`config.mk`:
```
export PLATFORM = sky130hd
export DESIGN_NAME = text_console_writer_flat
export DESIGN_NICKNAME = d
export VERILOG_FILES = /design/src/rtl/text_console_writer_pkg.sv /design/src/rtl/text_console_writer_if.sv /design/src/rtl/text_console_writer_cursor.sv /design/src/rtl/text_console_writer.sv /design/src/flat_wrapper.sv
export SDC_FILE = /design/constraint.sdc
export NUM_CORES = 1
export LEC_CHECK = 0
export CAP_MARGIN = 10
export CELL_PAD_IN_SITES_DETAIL_PLACEMENT = 1
export CELL_PAD_IN_SITES_GLOBAL_PLACEMENT = 1
export CORE_MARGIN = 10
export CORE_UTILIZATION = 37
export CTS_BUF_LIST = sky130_fd_sc_hd__clkbuf_16
export CTS_CLUSTER_SIZE = 20
export DETAILED_ROUTE_END_ITERATION = 7
export HOLD_SLACK_MARGIN = 0.06
export PLACE_DENSITY = 0.88
export SLEW_MARGIN = 20
export SYNTH_ARGS = -nofsm -noshare
export SYNTH_HDL_FRONTEND = slang
export SYNTH_SLANG_ARGS = --single-unit
export TNS_END_PERCENT = 5
```
`constraint.sdc`:
```
create_clock -name i_clk -period 2.87 [get_ports i_clk]
set_input_delay 0.861 -clock i_clk [delete_from_list [all_inputs] [get_ports i_clk]]
set_output_delay 0.861 -clock i_clk [all_outputs]
set_load 0.1 [all_outputs]
```
`src/rtl/text_console_writer_pkg.sv`:
```
// rtl/text_console_writer_pkg.sv - shared types and ASCII constants for the console writer
package console_pkg;

    typedef enum logic [1:0] {
        IDLE       = 2'd0,
        CLEAR_ALL  = 2'd1,
        CLEAR_LINE = 2'd2
    } state_t;

    localparam logic [7:0] CHR_LF = 8'h0A;
    localparam logic [7:0] CHR_CR = 8'h0D;
    localparam logic [7:0] CHR_BS = 8'h08;
    localparam logic [7:0] CHR_SP = 8'h20;

    function automatic logic is_printable(input logic [7:0] b);
        return (b >= CHR_SP) && (b <= 8'h7E);
    endfunction

endpackage

```
`src/rtl/text_console_writer_if.sv`:
```
// rtl/text_console_writer_if.sv - byte stream in and video RAM write port out
interface text_console_writer_if #(
    parameter int ADDR_W = 12
) ();
    logic              i_valid;
    logic [7:0]        i_data;
    logic              o_ready;
    logic [ADDR_W-1:0] o_address;
    logic [7:0]        o_data;
    logic              o_we;

    modport slave (
        input  i_valid, i_data,
        output o_ready, o_address, o_data, o_we
    );

    modport master (
        output i_valid, i_data,
        input  o_ready, o_address, o_data, o_we
    );
endinterface

```
`src/rtl/text_console_writer_cursor.sv`:
```
// rtl/text_console_writer_cursor.sv - cursor and scroll-offset registers with modulo stepping
module console_cursor #(
    parameter int  COLS        = 80,
    parameter int  ROWS        = 30,
    parameter int  SCROLL_MODE = 1,
    localparam int COL_W       = $clog2(COLS),
    localparam int ROW_W       = $clog2(ROWS)
) (
    input  logic             i_clk,
    input  logic             i_rst_n,
    input  logic             i_home,
    input  logic             i_advance,
    input  logic             i_newline,
    input  logic             i_carriage,
    input  logic             i_backspace,
    output logic [ROW_W-1:0] o_row,
    output logic [COL_W-1:0] o_col,
    output logic [ROW_W-1:0] o_scroll,
    output logic             o_at_bottom
);
    localparam logic [ROW_W-1:0] LAST_ROW = ROW_W'(ROWS - 1);
    localparam logic [COL_W-1:0] LAST_COL = COL_W'(COLS - 1);

    logic [ROW_W-1:0] row_q;
    logic [COL_W-1:0] col_q;
    logic [ROW_W-1:0] scroll_q;
    logic [ROW_W-1:0] bottom_row;

    function automatic logic [ROW_W-1:0] row_inc(input logic [ROW_W-1:0] r);
        return (r == LAST_ROW) ? '0 : r + 1'b1;
    endfunction

    // The bottom visible line sits just above the top line in the circular buffer.
    assign bottom_row  = (scroll_q == '0) ? LAST_ROW : scroll_q - 1'b1;
    assign o_at_bottom = (row_q == bottom_row);
    assign o_row       = row_q;
    assign o_col       = col_q;
    assign o_scroll    = scroll_q;

    always_ff @(posedge i_clk or negedge i_rst_n) begin
        if (!i_rst_n) begin
            row_q    <= '0;
            col_q    <= '0;
            scroll_q <= '0;
        end else if (i_home) begin
            row_q    <= '0;
            col_q    <= '0;
            scroll_q <= '0;
        end else if (i_newline) begin
            col_q <= '0;
            if (!o_at_bottom || SCROLL_MODE == 0) begin
                row_q <= row_inc(row_q);
            end else begin
                scroll_q <= row_inc(scroll_q);
                row_q    <= scroll_q;
            end
        end else if (i_advance) begin
            col_q <= (col_q == LAST_COL) ? '0 : col_q + 1'b1;
        end else if (i_carriage) begin
            col_q <= '0;
        end else if (i_backspace && col_q != '0) begin
            col_q <= col_q - 1'b1;
        end
    end

endmodule

```
`src/rtl/text_console_writer.sv`:
```
// rtl/text_console_writer.sv - character stream to text-mode video RAM writer with scroll/wrap
module text_console_writer
    import console_pkg::*;
#(
    parameter int          COLS        = 80,
    parameter int          ROWS        = 30,
    parameter int          SCROLL_MODE = 1,
    parameter logic [7:0]  FILL_CHAR   = 8'h20,
    localparam int         COL_W       = $clog2(COLS),
    localparam int         ROW_W       = $clog2(ROWS),
    localparam int         ADDR_W      = ROW_W + COL_W
) (
    input  logic                 i_clk,
    input  logic                 i_rst_n,
    text_console_writer_if.slave bus,
    input  logic                 i_clear,
    output logic [ROW_W-1:0]     o_scroll,
    output logic [COL_W-1:0]     o_cur_col,
    output logic [ROW_W-1:0]     o_cur_row,
    output logic                 o_full
);
    localparam logic [ROW_W-1:0] LAST_ROW = ROW_W'(ROWS - 1);
    localparam logic [COL_W-1:0] LAST_COL = COL_W'(COLS - 1);

    state_t            state_q, state_d;
    logic [ROW_W-1:0]  clr_row_q, clr_row_d;
    logic [COL_W-1:0]  clr_col_q, clr_col_d;
    logic              we_q, we_d;
    logic [ADDR_W-1:0] addr_q, addr_d;
    logic [7:0]        data_q, data_d;
    logic              full_q, full_d;

    logic              home, advance, newline, carriage, backspace;
    logic [ROW_W-1:0]  cur_row, scroll;
    logic [COL_W-1:0]  cur_col;
    logic              at_bottom;

    console_cursor #(
        .COLS        (COLS),
        .ROWS        (ROWS),
        .SCROLL_MODE (SCROLL_MODE)
    ) u_cursor (
        .i_clk       (i_clk),
        .i_rst_n     (i_rst_n),
        .i_home      (home),
        .i_advance   (advance),
        .i_newline   (newline),
        .i_carriage  (carriage),
        .i_backspace (backspace),
        .o_row       (cur_row),
        .o_col       (cur_col),
        .o_scroll    (scroll),
        .o_at_bottom (at_bottom)
    );

    assign bus.o_ready   = (state_q == IDLE);
    assign bus.o_we      = we_q;
    assign bus.o_address = addr_q;
    assign bus.o_data    = data_q;
    assign o_scroll      = scroll;
    assign o_cur_col     = cur_col;
    assign o_cur_row     = cur_row;
    assign o_full        = full_q;

    always_ff @(posedge i_clk or negedge i_rst_n) begin
        if (!i_rst_n) begin
            state_q   <= CLEAR_ALL;
            clr_row_q <= '0;
            clr_col_q <= '0;
            we_q      <= 1'b0;
            addr_q    <= '0;
            data_q    <= '0;
            full_q    <= 1'b0;
        end else begin
            state_q   <= state_d;
            clr_row_q <= clr_row_d;
            clr_col_q <= clr_col_d;
            we_q      <= we_d;
            addr_q    <= addr_d;
            data_q    <= data_d;
            full_q    <= full_d;
        end
    end

    always_comb begin
        state_d   = state_q;
        clr_row_d = clr_row_q;
        clr_col_d = clr_col_q;
        we_d      = 1'b0;
        addr_d    = addr_q;
        data_d    = data_q;
        full_d    = 1'b0;
        home      = 1'b0;
        advance   = 1'b0;
        newline   = 1'b0;
        carriage  = 1'b0;
        backspace = 1'b0;

        if (i_clear) begin
            // A clear wins over everything, including a byte accepted this cycle.
            state_d   = CLEAR_ALL;
            clr_row_d = '0;
            clr_col_d = '0;
            home      = 1'b1;
        end else begin
            unique case (state_q)
                IDLE: begin
                    if (bus.i_valid) begin
                        if (is_printable(bus.i_data)) begin
                            we_d   = 1'b1;
                            addr_d = {cur_row, cur_col};
                            data_d = bus.i_data;
                            if (cur_col == LAST_COL) newline = 1'b1;
                            else                     advance = 1'b1;
                        end else if (bus.i_data == CHR_LF) begin
                            newline = 1'b1;
                        end else if (bus.i_data == CHR_CR) begin
                            carriage = 1'b1;
                        end else if (bus.i_data == CHR_BS && cur_col != '0) begin
                            backspace = 1'b1;
                            we_d      = 1'b1;
                            addr_d    = {cur_row, cur_col - 1'b1};
                            data_d    = FILL_CHAR;
                        end
                        if (newline && at_bottom) begin
                            state_d   = CLEAR_LINE;
                            clr_col_d = '0;
                            full_d    = (SCROLL_MODE == 0);
                        end
                    end
                end
                CLEAR_ALL: begin
                    we_d   = 1'b1;
                    addr_d = {clr_row_q, clr_col_q};
                    data_d = FILL_CHAR;
                    if (clr_col_q == LAST_COL) begin
                        clr_col_d = '0;
                        if (clr_row_q == LAST_ROW) state_d = IDLE;
                        else                       clr_row_d = clr_row_q + 1'b1;
                    end else begin
                        clr_col_d = clr_col_q + 1'b1;
                    end
                end
                CLEAR_LINE: begin
                    // The cursor already points at the recycled line and stays put here.
                    we_d   = 1'b1;
                    addr_d = {cur_row, clr_col_q};
                    data_d = FILL_CHAR;
                    if (clr_col_q == LAST_COL) state_d = IDLE;
                    else                       clr_col_d = clr_col_q + 1'b1;
                end
                default: state_d = CLEAR_ALL;
            endcase
        end
    end

endmodule

```
`src/flat_wrapper.sv`:
```
// flat-port wrapper written by rule: the top's interface ports become plain ports
module text_console_writer_flat import console_pkg::*;
#(
    parameter int          COLS        = 80,
    parameter int          ROWS        = 30,
    parameter int          SCROLL_MODE = 1,
    parameter logic [7:0]  FILL_CHAR   = 8'h20,
    localparam int         COL_W       = $clog2(COLS),
    localparam int         ROW_W       = $clog2(ROWS),
    localparam int         ADDR_W      = ROW_W + COL_W
)
  (i_clk, i_rst_n, i_clear, o_scroll, o_cur_col, o_cur_row, o_full, bus_i_valid, bus_i_data, bus_o_ready, bus_o_address, bus_o_data, bus_o_we);
  text_console_writer_if #(.ADDR_W(12)) bus_i ();
  input  logic i_clk;
  input  logic i_rst_n;
  input  logic i_clear;
  output logic [ROW_W-1:0] o_scroll;
  output logic [COL_W-1:0] o_cur_col;
  output logic [ROW_W-1:0] o_cur_row;
  output logic o_full;
  input wire logic [$bits(bus_i.i_valid)-1:0] bus_i_valid;
  input wire logic [$bits(bus_i.i_data)-1:0] bus_i_data;
  output wire logic [$bits(bus_i.o_ready)-1:0] bus_o_ready;
  output wire logic [$bits(bus_i.o_address)-1:0] bus_o_address;
  output wire logic [$bits(bus_i.o_data)-1:0] bus_o_data;
  output wire logic [$bits(bus_i.o_we)-1:0] bus_o_we;
  assign bus_i.i_valid = bus_i_valid;
  assign bus_i.i_data = bus_i_data;
  assign bus_o_ready = bus_i.o_ready;
  assign bus_o_address = bus_i.o_address;
  assign bus_o_data = bus_i.o_data;
  assign bus_o_we = bus_i.o_we;
  text_console_writer #(.COLS(COLS), .ROWS(ROWS), .SCROLL_MODE(SCROLL_MODE), .FILL_CHAR(FILL_CHAR)) u_core (.i_clk(i_clk), .i_rst_n(i_rst_n), .bus(bus_i), .i_clear(i_clear), .o_scroll(o_scroll), .o_cur_col(o_cur_col), .o_cur_row(o_cur_row), .o_full(o_full));
endmodule
```
==> results.md <==
* Root Buffer: clkbuf_16
* Post-DRT Antenna Nets at 0
* Clock-pin slew on the worst setup and hold paths at 0.08 ns
* Worst setup margin at -0.2433 ns
* Layout cell share with drive strength beyond 1 at 32.87%
* Commonest non-fill, non-tap cell in the layout: buf_4
* Via density at 6.200
* Post-synthesis compound-gate area fraction at 22.16%
* Sw Share at 49.46%
* Mux share of post-synthesis cell area at 1.221%
* # IOs at 52
* Top delay family on crit path: simple AND/OR/NAND/NOR gates
* Detailed Routing Iterations Pass 1 at 7
* Slew Limit Headroom at 59.34%
* Layout Cells excl Fill at 610
* Critical path data arrival time at 3.31 ns
* Mapped cell area at 3382 um^2
* Max clock buf depth at 2
* Crit path top cell by count: buf_4
* Critical-path cell list: buf_6 -> or4_4 -> or4b_4 -> buf_4 -> o22ai_4 -> buf_4 -> nand2b_1 -> or4_1 -> o211ai_1
* Combinational family with the most area after synthesis: simple AND/OR/NAND/NOR gates
* Outcome: finished, violations left
* Hold buffers post-CTS at 0
* Post-synth top area share at 37.74%
* CP max FO at 5
* PD cells at 727.7 nW/um^2
* Fin crit share at 108.5%
* CP startpoint kind: input port
* Post-synthesis simple-gate area fraction at 24.05%
* Nets at 529
* Clock skew at 0.01223 ns
* Vias in the first global route at 4056
* Synth Net Count at 423
* Largest net degree at the start of global routing at 34
* Yosys warns at 0
* TritonCTS clock tree: yes
* Clock power share at 20.8%
* Fin. max-slew vios at 0
* Die Ht at 115.6 um
* Leakage power at 2.155 nW
* DIE AREA at 13360 um^2
* TritonCTS buffer count at 5
* Flops & latches, synth at 52
* Initial antenna violation count at 0
* Hold/Removal Path Class: input port to asynchronous set/reset pin
* Clk sinks at 52
* Sequential-to-total area share from yosys stat at 38.51%
* Number of flops mapped to enable cells by yosys at 0
* Critical Setup Path Class: input port to flip-flop
* 1st-iter DRT viols at 327
* Setup Viol. Count Final at 42
* DP Wirelength at 8932 um
* Vias after detailed routing at 3782
* Mapped Avg Cell Area at 8.562 um^2
* # port buffers at 50
* Dpl cells at 591
* Post-synth ARST share at 100.0%
* Core Box Area at 8806 um^2
* Unrepaired setup endpoints after global routing: true
* Hold Violations, Final at 0
* Clk_lat worst skew at 0.30 ns
* Gp weighted congestion at 0.9230
* Net switching power at 0.001718 W
* Worst slew pin tran at 0.6077 ns
* Failing checks: setup timing
* Logic gate share of total power at 52.2%
* GRT Total Usage at 21.34%
* Max Cap Viol at 0
* Antenna cell count at 0
* Place WS at -0.8531 ns
* CP max stage cell: or4_4
* Slowest stage delay, CP at 0.53 ns
* CP Capture Type: flip-flop
* Total power at 0.003474 W
* # DRC at 0
* GRT overflow at 0
* Most frequent cells in the layout: buf_4 (98), dfrtp_1 (48), nor2_1 (44)
* Synth area leader: dfrtp_1
* CTS H-tree lvls at 2
* Die width at 115.6 um
* Starting Density at 38.41%
* Rows at 34
* Post-DR wirelength/cell at 23.22 um
* Max VDD drop at 0.3330 mV
* Synth Instances at 395
* Min cycle time layout at 3.113 ns
* Worst path bufs/invs at 3
* Post-Synth XOR/XNOR Area at 3.367%
* Routed WL at 14160 um
* Area contributors post-synth: dfrtp_1 (38%), ha_1 (5.9%), nor2_1 (5.2%)
* Int Pwr at 0.001756 W
* Synth-to-layout area growth at 41.14%
* Peak Freq at 0.3212 GHz
* Reg power frac at 27.0%
* Synth unique cells at 63
* First-pass GRT wire length at 22800 um
* Synth Area in Adders at 5.919%
* WP data required at 3.06 ns
* Top_reg_cell synth: dfrtp_1
cell usage after synthesis, types with 2 or more instances:
| cell type | instances |
|---|---|
| dfrtp_1 | 51 |
| nor2_1 | 47 |
| a21oi_1 | 34 |
| o21ai_0 | 27 |
| nand2_1 | 25 |
| nand3_1 | 24 |
| inv_1 | 18 |
| ha_1 | 16 |
| clkbuf_1 | 14 |
| and3_1 | 11 |
| xor2_1 | 9 |
| nand4_1 | 8 |
| nor2b_1 | 6 |
| a211oi_1 | 5 |
| a32oi_1 | 5 |
| buf_2 | 5 |
| nor3_1 | 5 |
| o21a_1 | 5 |
| or4_1 | 5 |
| a31oi_1 | 4 |
| nand2b_1 | 4 |
| nor4_1 | 4 |
| o211ai_1 | 4 |
| xnor2_1 | 4 |
| a22o_1 | 3 |
| mux2i_1 | 3 |
| nand3b_1 | 3 |
| nand4b_1 | 3 |
| nor4b_1 | 3 |
| a211o_1 | 2 |
| a22oi_1 | 2 |
| o21bai_1 | 2 |
| o22ai_1 | 2 |
| o41ai_1 | 2 |
| or2_2 | 2 |
metal layers:
layer  wire (um)  vias up  track usage [%]
li1            -     1651                -
met1        5649     1910            24.41
met2        7205      170            38.18
met3         705       51            2.791
met4         602        0            10.81
met5           0        -                0
cells by family after synthesis:
group,Yosys count
AO/OA/AOI/OAI,113
XOR/XNOR,13
adder cells (fa/ha/maj),16
buffers and inverters,39
flip-flops,52
multiplexers,4
other,1
AND/OR/NAND/NOR,157
what timing repair did:
action / in CTS / in global routing
pin swaps: 15 / 2
setup endpoints to repair: 47 / 46
gates cloned: 3 / 0
resized for setup: 41 / 17
buffers inserted: 8 / 0
cell type report:
class                   count  area, um^2
fillers                  1019        4033
multi-input cells         304        2077
flip-flops and latches     52        1311
repair buffers            120        1015
well taps                 108       135.1
clock buffers               5       125.1
inverters                  18       67.56
clock inverters             3       42.54
state kept, by name, summed over array words and instances, names as in the netlist, 2 cells and up:
signal	count
u_core.clr_col_q	7
u_core.u_cursor.o_row	5
u_core.u_cursor.o_col	7
u_core.u_cursor.o_scroll	5
u_core.clr_row_q	5
u_core.state_q	2
u_core.bus.o_address	12
u_core.bus.o_data	8
power groups by stage:
stage,Clock [W],Combinational [W],Sequential [W]
finish,0.000722,0.00181,0.000940
detailed placement,0,0.00163,0.000940
global placement,0,0.00158,0.000928
global route,0.000756,0.00189,0.000953
floorplan,0,0.000538,0.00155
CTS,0.000711,0.00175,0.000932
through the flow:
stage / util, % / cell area (um^2) / hold WS [ns] / setup TNS [ns]
after global routing: 54.21 / 4773 / 0.5621 / -7.667
after CTS: 53.45 / 4707 / 0.5454 / -3.524
final: 54.21 / 4773 / 0.5231 / -4.155
after detailed placement: 49.32 / 4343 / 0.5302 / -32.61
after global placement: 49.32 / 4343 / 0.4870 / -28.48
after floorplan: - / 3420 / 0.5115 / -3.750
worst paths after layout:
kind / startpoint / end / slack [ns] / cells past startpoint
max: bus_i_data[4] / u_core.u_cursor.o_scroll[3]$_DFFE_PN0P_ / -0.24 / 9
min: i_rst_n / u_core.u_cursor.o_scroll[0]$_DFFE_PN0P_ / 0.52 / 1
max reg2reg: u_core.u_cursor.o_scroll[0]$_DFFE_PN0P_ / u_core.clr_col_q[0]$_DFFE_PN0P_ / -0.04 / 10
min reg2reg: u_core.bus.o_data[7]$_DFFE_PN0P_ / u_core.bus.o_data[7]$_DFFE_PN0P_ / 0.54 / 1
max in group asynchronous: i_rst_n / u_core.state_q[0]$_DFFE_PN1P_ / 1.72 / 2
min in group i_clk: u_core.bus.o_data[7]$_DFFE_PN0P_ / u_core.bus.o_data[7]$_DFFE_PN0P_ / 0.54 / 1
worst reg2reg max path, stage by stage (launching register included):
cell and delay [ns]:
dfrtp_4 0.48, inv_2 0.12, ha_2 0.19, or4b_1 0.47
and3_1 0.22, nor4_2 0.23, nand4b_1 0.19, buf_4 0.20
o21ai_4 0.24, a21oi_2 0.15, mux2_2 0.31
No activity file was read; power rests on OpenSTA's default activity.
